### src/rtl/acc_mmu_arbiter.sv
// acc_mmu_arbiter
//   Round-robin arbiter that lets up to NrChannels accelerator requesters share
//   one MMU translation port. Only one translation is in flight at a time.
//   The winner's request is latched on grant and presented to the MMU from the
//   following cycle. The MMU response is broadcast and qualified per channel by
//   ch_valid_o. Dropping en_i while a translation is outstanding aborts it.
//
// Ports
//   clk_i, rst_ni                  clock, asynchronous active-low reset
//   en_i                           accelerator MMU enable
//   ch_req_i/vaddr/is_store/
//   misaligned_ex_i                per-channel translation requests
//   ch_gnt_o/valid_o/abort_o       per-channel grant, completion, abort pulses
//   ch_paddr_o/exception_o/
//   dtlb_hit_o/dtlb_ppn_o          broadcast response fields (0 unless valid)
//   mmu_*_o / mmu_*_i              shared MMU request / response port
//   stat_grants_o, stat_stall_o    saturating statistics counters
//
// Build option
//   ACC_MMU_ARB_STATS_EN           when defined, the statistics counters exist;
//                                  otherwise both stat outputs are tied to 0.
//
// States
//   IDLE | no translation outstanding; may grant a requester
//   BUSY | latched request presented to the MMU, waiting for completion/abort

module acc_mmu_arbiter #(
  parameter int unsigned NrChannels = 2,
  parameter int unsigned VLEN       = 64,
  parameter int unsigned PLEN       = 56,
  parameter int unsigned PPNW       = 44,
  parameter int unsigned ExcW       = 203
) (
  input  logic                       clk_i,
  input  logic                       rst_ni,
  input  logic                       en_i,
  input  logic [NrChannels-1:0]      ch_req_i,
  input  logic [NrChannels*VLEN-1:0] ch_vaddr_i,
  input  logic [NrChannels-1:0]      ch_is_store_i,
  input  logic [NrChannels-1:0]      ch_misaligned_ex_i,
  output logic [NrChannels-1:0]      ch_gnt_o,
  output logic [NrChannels-1:0]      ch_valid_o,
  output logic [NrChannels-1:0]      ch_abort_o,
  output logic [PLEN-1:0]            ch_paddr_o,
  output logic [ExcW-1:0]            ch_exception_o,
  output logic                       ch_dtlb_hit_o,
  output logic [PPNW-1:0]            ch_dtlb_ppn_o,
  output logic                       mmu_req_o,
  output logic [VLEN-1:0]            mmu_vaddr_o,
  output logic                       mmu_is_store_o,
  output logic                       mmu_misaligned_ex_o,
  input  logic                       mmu_valid_i,
  input  logic [PLEN-1:0]            mmu_paddr_i,
  input  logic [ExcW-1:0]            mmu_exception_i,
  input  logic                       mmu_dtlb_hit_i,
  input  logic [PPNW-1:0]            mmu_dtlb_ppn_i,
  output logic [31:0]                stat_grants_o,
  output logic [31:0]                stat_stall_o
);

  localparam int unsigned PW = (NrChannels > 1) ? $clog2(NrChannels) : 1;
  localparam logic [NrChannels-1:0] ONE = 1;

  localparam logic [0:0] IDLE = 1'b0;
  localparam logic [0:0] BUSY = 1'b1;

  logic [0:0]            state_q, state_d;
  logic [PW-1:0]         rr_ptr_q, owner_q, winner, next_ptr;
  logic                  found;
  logic                  armed_q;
  logic [VLEN-1:0]       vaddr_q;
  logic                  is_store_q, misaligned_q;
  logic [NrChannels-1:0] req_sh;
  int unsigned           idx;
  logic                  grant, complete, abort;

  // First requester at or after rr_ptr, wrapping.
  always_comb begin
    winner = '0;
    found  = 1'b0;
    idx    = 0;
    req_sh = '0;
    for (int unsigned i = 0; i < NrChannels; i++) begin
      idx    = (32'(rr_ptr_q) + i) % NrChannels;
      req_sh = ch_req_i >> idx;
      if (!found && req_sh[0]) begin
        winner = PW'(idx);
        found  = 1'b1;
      end
    end
  end

  always_comb begin
    if (owner_q == PW'(NrChannels - 1)) next_ptr = '0;
    else                                next_ptr = owner_q + 1'b1;
  end

  // armed_q keeps grants off during the first cycle after reset release.
  assign grant    = (state_q == IDLE) && en_i && found && armed_q;
  assign complete = (state_q == BUSY) && mmu_valid_i;
  assign abort    = (state_q == BUSY) && !en_i && !mmu_valid_i;

  always_comb begin
    state_d = state_q;
    case (state_q)
      IDLE:    if (grant) state_d = BUSY;
      BUSY:    if (complete || abort) state_d = IDLE;
      default: state_d = IDLE;
    endcase
  end

  always_ff @(posedge clk_i or negedge rst_ni) begin
    if (!rst_ni) begin
      state_q      <= IDLE;
      rr_ptr_q     <= '0;
      owner_q      <= '0;
      armed_q      <= 1'b0;
      vaddr_q      <= '0;
      is_store_q   <= 1'b0;
      misaligned_q <= 1'b0;
    end else begin
      state_q <= state_d;
      armed_q <= 1'b1;
      if (grant) begin
        owner_q      <= winner;
        vaddr_q      <= ch_vaddr_i[32'(winner)*VLEN +: VLEN];
        is_store_q   <= ch_is_store_i[winner];
        misaligned_q <= ch_misaligned_ex_i[winner];
      end
      if (complete || abort) rr_ptr_q <= next_ptr;
    end
  end

  assign ch_gnt_o   = grant    ? (ONE << winner)  : '0;
  assign ch_valid_o = complete ? (ONE << owner_q) : '0;
  assign ch_abort_o = abort    ? (ONE << owner_q) : '0;

  assign ch_paddr_o     = complete ? mmu_paddr_i     : '0;
  assign ch_exception_o = complete ? mmu_exception_i : '0;
  assign ch_dtlb_hit_o  = complete && mmu_dtlb_hit_i;
  assign ch_dtlb_ppn_o  = complete ? mmu_dtlb_ppn_i  : '0;

  // A completing cycle keeps the request up even if en_i has just dropped.
  assign mmu_req_o           = (state_q == BUSY) && (en_i || mmu_valid_i);
  assign mmu_vaddr_o         = vaddr_q;
  assign mmu_is_store_o      = is_store_q;
  assign mmu_misaligned_ex_o = misaligned_q;

`ifdef ACC_MMU_ARB_STATS_EN
  logic [31:0] grants_q, stall_q;

  always_ff @(posedge clk_i or negedge rst_ni) begin
    if (!rst_ni) begin
      grants_q <= '0;
      stall_q  <= '0;
    end else begin
      if (grant && (grants_q != 32'hFFFF_FFFF)) grants_q <= grants_q + 32'd1;
      if (armed_q && (|ch_req_i) && !grant && (stall_q != 32'hFFFF_FFFF))
        stall_q <= stall_q + 32'd1;
    end
  end

  assign stat_grants_o = grants_q;
  assign stat_stall_o  = stall_q;
`else
  assign stat_grants_o = 32'd0;
  assign stat_stall_o  = 32'd0;
`endif

endmodule

### config.mk
export PLATFORM = sky130hd
export DESIGN_NAME = acc_mmu_arbiter
export DESIGN_NICKNAME = d
export VERILOG_FILES = /design/src/rtl/acc_mmu_arbiter.sv
export SDC_FILE = /design/constraint.sdc
export NUM_CORES = 1
export LEC_CHECK = 0
export ABC_AREA = 0
export CAP_MARGIN = 20
export CORE_AREA = 2 2 348 350
export DETAILED_ROUTE_END_ITERATION = 8
export DIE_AREA = 0 0 350 352
export GPL_TIMING_DRIVEN = 0
export PLACE_DENSITY = 0.3
export SLEW_MARGIN = 40
export SYNTH_ARGS = -nofsm -noshare
export SYNTH_HDL_FRONTEND = slang
export SYNTH_SLANG_ARGS = --single-unit
### constraint.sdc
create_clock -name clk_i -period 1.51 [get_ports clk_i]
set_input_delay 0.302 -clock clk_i [delete_from_list [all_inputs] [get_ports clk_i]]
set_output_delay 0.302 -clock clk_i [all_outputs]
set_load 0.02 [all_outputs]
== Word level (Yosys, flattened, before mapping) ==
Cells that the tools add are included.

* Add/subtract/negate cells: 2
* Equal/unequal tests: 0
* Bitwise operators: 1
* Div/mod/pow operators: 0
* $mul: 0
* Order comparisons: 1
* Multiplexer cells: 18
* Reductions and logical operators: 14
* Shifts and indexed selects: 5

{| class="wikitable"
|+ Operator list
! operator !! number
|-
| two-way mux 203 bit || 1
|-
| variable part select 128 x 8 -> 64 bit || 1
|-
| two-way mux 56 bit || 1
|-
| two-way mux 44 bit || 1
|-
| two-way mux 1 bit || 11
|-
| logical AND 1 bit || 9
|-
| two-way mux 2 bit || 3
|-
| left shift 1 x 1 -> 2 bit, first input constant || 2
|-
| >> shifter 2 x 1 -> 1 bit || 2
|-
| logical NOT 1 bit || 3
|-
| adder 1 bit, second input constant || 2
|-
| logical OR 1 bit || 2
|-
| less-than comparator 1 x 2 -> 1 bit, second input constant || 1
|-
| case mux 1 bit (2 select lines) || 1
|-
| NOT 1 bit || 1
|}

* Memories: 0
* Logic and storage cells: 48
* Latch bits: 0
* Output and inout port bits: 441
* RAM bits: 0
* Bits in registers: 70
* ROM bits: 0
* Input bits: 442

== Depth between registers and ports, before layout ==
* Word-level depth: 9
* Mapped depth: 7
* Gate-level depth less buffers: 3

== Worst setup path after synthesis ==
No wires, ideal clock.

* Path kind: register to output
* Start point: register state_q
* End point: output port ch_gnt_o[1]
* Path buffers: 3
* Stages on the path, launching flop included: 6
* Arrival: 1646 ps
* Data required time: 1208 ps
* Setup slack: -438 ps
* Path through: dfrtp_1 -> buf_2 -> nand3b_1 -> buf_2 -> buf_1 -> nor3b_1

* Word-level cells in the longest chain between the ends: 5

{| class="wikitable"
|+ Ends and longest elaborated chain
! element !! RTL line !! text
|-
| start: declaration || 67 || <nowiki>logic [0:0] state_q, state_d;</nowiki>
|-
| start signal: assignment || 122 || <nowiki>state_q <= state_d;</nowiki>
|-
| NOT 1 bit || 99 || <nowiki>assign grant = (state_q == IDLE) && en_i && found && armed_q;</nowiki>
|-
| logical AND 1 bit (3 in series) || 99 ||
|-
| two-way mux 2 bit || 134 || <nowiki>assign ch_gnt_o = grant ? (ONE << winner) : '0;</nowiki>
|-
| end: declaration || 41 || <nowiki>output logic [NrChannels-1:0] ch_gnt_o,</nowiki>
|}

Every way passes these cells.

== Worst setup path after layout ==
Ends and elaborated chain as after synthesis.

==> results <==
- The number of failing hold endpoints at the final stage is 0.
- The end of the worst register-to-register path is mmu_misaligned_ex_o$_DFFE_PN0P_.
- In this run the count of I/O pins placed on the die edge is 883.
- The number of clock buffers inserted by TritonCTS is 9.
- In the finished design, the share of the clock period the worst path needs comes to 149.4%.
- The die is 352 um tall.
- The clock tree from TritonCTS is built.
- Clock skew on the completed layout was measured at 0.01636 ns.
- The post-route minimum period is 2.256 ns.
- The source of the worst register-to-register timing path is state_q$_DFF_PN0_.
- After synthesis the netlist holds a flip-flop and latch count of 70.
- The root buffer cell chosen for the clock tree is clkbuf_16.
- Counting the fill cells in the layout gives 13,540.
- The count of endpoints failing setup in the final report is 443.
- In this run the power density over the cells is 598.1 nW/um^2.
- The number of cells traversed by the worst hold path is 3.
- The number of buffers on the longest clock path is 2.
- Summed over its instances, the top area cell type makes up 32.23% of the synthesized netlist area.
- For this run, asynchronously set or reset flops after synthesis account for 100.0%.
- The area growth from synthesis to final layout is 223.8%.
- For the pin with the worst max-slew slack, the measured transition is 0.6216 ns.
- Buffers placed on the I/O ports in this run total 817.
- The floorplan step defined a die boundary enclosing 123,200 um^2.
- Dividing the detail-routed wire length by the instance count gives 23.32 um.
- The static power due to leakage is 0.008249 uW.
- STA classifies the critical path startpoint as a flip-flop.
- and3_1 takes more of the synthesized area than any other cell.
- The total via count in the routed design is 10,240.
- The worst setup timing slack at the placement stage is -2.319 ns.
- The end point of the worst hold path is rr_ptr_q$_DFFE_PN0N_.
- The cell area after technology mapping is 5939 um^2.
- After legalization and detailed placement, the total HPWL measured 66,840 um.
- The number of slew-limit violations in the final report came to 0.
- The net count of the finished layout is 2,162.
- Across all setup checks in the final design, the least slack found is -0.7462 ns.
- Max-cap violations in this run came to 0.
- Setup repair after global routing could not meet its margin everywhere.
- The relative max-transition margin is 58.56%.
- The number of clock sinks seen by CTS is 70.
- Once detail routing completed, the nets flagged for antenna violations numbered 0.
- In the routed layout, each cell is associated on average with a via count of 3.063.
- For the worst setup path, the data arrival time is 1.95 ns.
- Of the cells placed in the final design, the portion with a size suffix greater than 1 is 44.52%.
- The flow ran to the end, but the final reports show violations.
- The number of different library cells in the post-synthesis netlist is 24.
- In this run the worst hold path is classified as in -> reg.
- The overall routed net length is 77,950 um.
- The worst setup path is captured at an output pin.
- The starting density of the core is 4.977%.
- The area of the core is 119,300 um^2.
- The total power consumption of the routed design is 11,500 uW.
- The setup slack on the worst flop-to-flop path is -0.44 ns.
- After clock tree synthesis, the clock-pin slew on the worst setup and hold paths is 0.08 ns.
- The post-synthesis instance total is 763.
- The data required time at the worst endpoint is 1.21 ns.
- The routability congestion estimate is 0.8673.
- Based on the critical path, the design can be clocked at up to 0.4432 GHz.
- The largest net degree at the start of global routing is 44.
- In the post-synthesis netlist, the biggest area contributors are and3_1 32%, dfrtp_1 29%, a221o_1 11%, buf_4 8.1%, clkbuf_1 5.8%.
- The final reports fail on negative setup slack.
- For this run, design rule violations remaining after detail routing come to 0.
- The violation count after the first detailed-routing iteration is 407.
- The primary flip-flop cell chosen by synthesis mapping is dfrtp_1.
- Counting cells, the worst reg-to-reg path comes to 6.
- The number of detailed-route iterations in the first pass is 5.
- The maximum fanout encountered on the critical timing path is 8.
- Yosys mapped a number of flops with a built-in enable equal to 0.
- The worst hold path begins at mmu_valid_i.
- The most frequent cell after synthesis is and3_1.
- IR analysis of the VDD net gives a maximum drop of 393.8 uV.
- The number of antenna violations at the first check in global routing is 25.
- The via count of the first global-routing pass is 10,420.
- From left edge to right edge, the die measures 350 um.
- The average size of a mapped cell is 7.784 um^2.
- The critical path is of the reg -> out type.
- Sequential elements use 29.49% of the synthesized area.
- The first global-routing pass estimated 97,680 um of wire.
- The floorplan has 127 rows.
- The commonest cells after synthesis are 306 x and3_1, 91 x clkbuf_1, 70 x dfrtp_1, 69 x nand2_1.
- The end-of-flow core utilization is 16.11%.
- The total overflow reported by the global router is 0.
- The total number of H-tree levels is 3.
- For the worst-skew pair, the clock arrives at the later sink with an insertion delay of 0.39 ns.
- The Yosys step of the flow raised 0 warnings.
- The combined global-route utilization of all metal layers is 11.70%.
==> stage by stage <==
| step | TNS [ns] | cell area [um^2] | hold slack (ns) | cells |
|---|---|---|---|---|
| after CTS | -250.05 | 16960 | 0.3641 | 3280 |
| after global placement | -939.85 | 16430 | 0.4993 | 3255 |
| after detailed placement | -684.42 | 16460 | 0.2368 | 3256 |
| final | -199.30 | 19230 | 0.3691 | 3343 |
| after global routing | -221.08 | 19220 | 0.3914 | 3338 |
| after floorplan | -1.007 | 6231 | 0.006409 | 826 |
==> per-layer routing <==
layer	global-route usage (%)	wire length, um	vias to the layer above
li1	-	-	4602
met1	12.56	29210	4980
met2	20.23	37350	571
met3	6.712	10210	64
met4	1.517	1023	22
met5	0	149	-
==> layout make-up <==
class | count | area [um^2] | share of cell area [%]
Buffer | 167 | 1461 | 7.600
Sequential cell | 70 | 1753 | 9.116
Multi-Input combinational cell | 586 | 4654 | 24.20
Clock inverter | 7 | 48.80 | 0.2538
Antenna cell | 6 | 15.01 | 0.07808
Timing Repair Buffer | 886 | 9055 | 47.09
Tap cell | 1612 | 2017 | 10.49
Clock buffer | 9 | 225.2 | 1.171
==> registers in the layout, summed over array words and instances, names as in the netlist <==
signal and count:
armed_q 1, mmu_is_store_o 1, mmu_misaligned_ex_o 1, mmu_vaddr_o 64, owner_q 1, rr_ptr_q 1
state_q 1
==> critical path, cell delays in order (launching register included) <==
cell      delay [ns]
dfrtp_1         0.40
buf_12          0.16
nand3b_1        0.24
buf_6           0.19
buf_12          0.12
nor3b_4         0.25
buf_6           0.19
==> worst max-delay path by stage <==
stage	startpoint	end	slack [ns]	depth (start not counted)
floorplan	state_q$_DFF_PN0_	ch_gnt_o[1]	-0.10	5
global placement	rst_ni	mmu_vaddr_o[23]$_DFFE_PN0P_	-3.32	1
detailed placement	mmu_valid_i	ch_paddr_o[10]	-2.32	5
CTS	state_q$_DFF_PN0_	ch_gnt_o[1]	-0.87	6
global route	state_q$_DFF_PN0_	ch_gnt_o[1]	-0.80	6
finish	state_q$_DFF_PN0_	ch_gnt_o[1]	-0.75	6
==> cells in the final DEF (no fill, tap or decap), drive strengths merged <==
master,netlist,layout
clkbuf,91,83
nor3b,1,1
clkdlybuf4s50,0,501
buf,79,465
inv,0,1
and3b,1,1
o21a,1,1
nor4b,1,1
dfrtp,70,70
and3,306,306
clkinvlp,0,1
o21ai,1,1
clkinv,0,5
a21oi,1,1
nand2b,1,1
a221o,66,66
nand3b,2,2
nor3,66,66
clkdlybuf4s15,0,12
nor2,1,1
conb,2,65
nand2,69,69
nor2b,1,1
diode,0,6
nor4bb,1,1
a31oi,1,1
a21o,1,1
dlygate4sd3,0,1
==> where the power goes <==
part | internal, uW | switching (uW)
Sequential | 2330 | 351
Combinational | 3460 | 3150
Clock | 1120 | 1100
==> kinds of logic after synthesis <==
kind of cell	synth area share (%)
flip-flops	29.49
AND/OR/NAND/NOR	43.27
AO/OA/AOI/OAI	11.65
other	0.1264
buffers and inverters	15.46
==> what timing repair did <==
action	CTS	global route
gates cloned	0	15
hold endpoints to repair	27	0
endpoints found under the setup margin	445	444
gates resized for setup	1148	1205
hold buffers	1	0
pin swaps	1	2
setup buffers	7	45
Note: power is estimated with default switching activity, not from simulation.
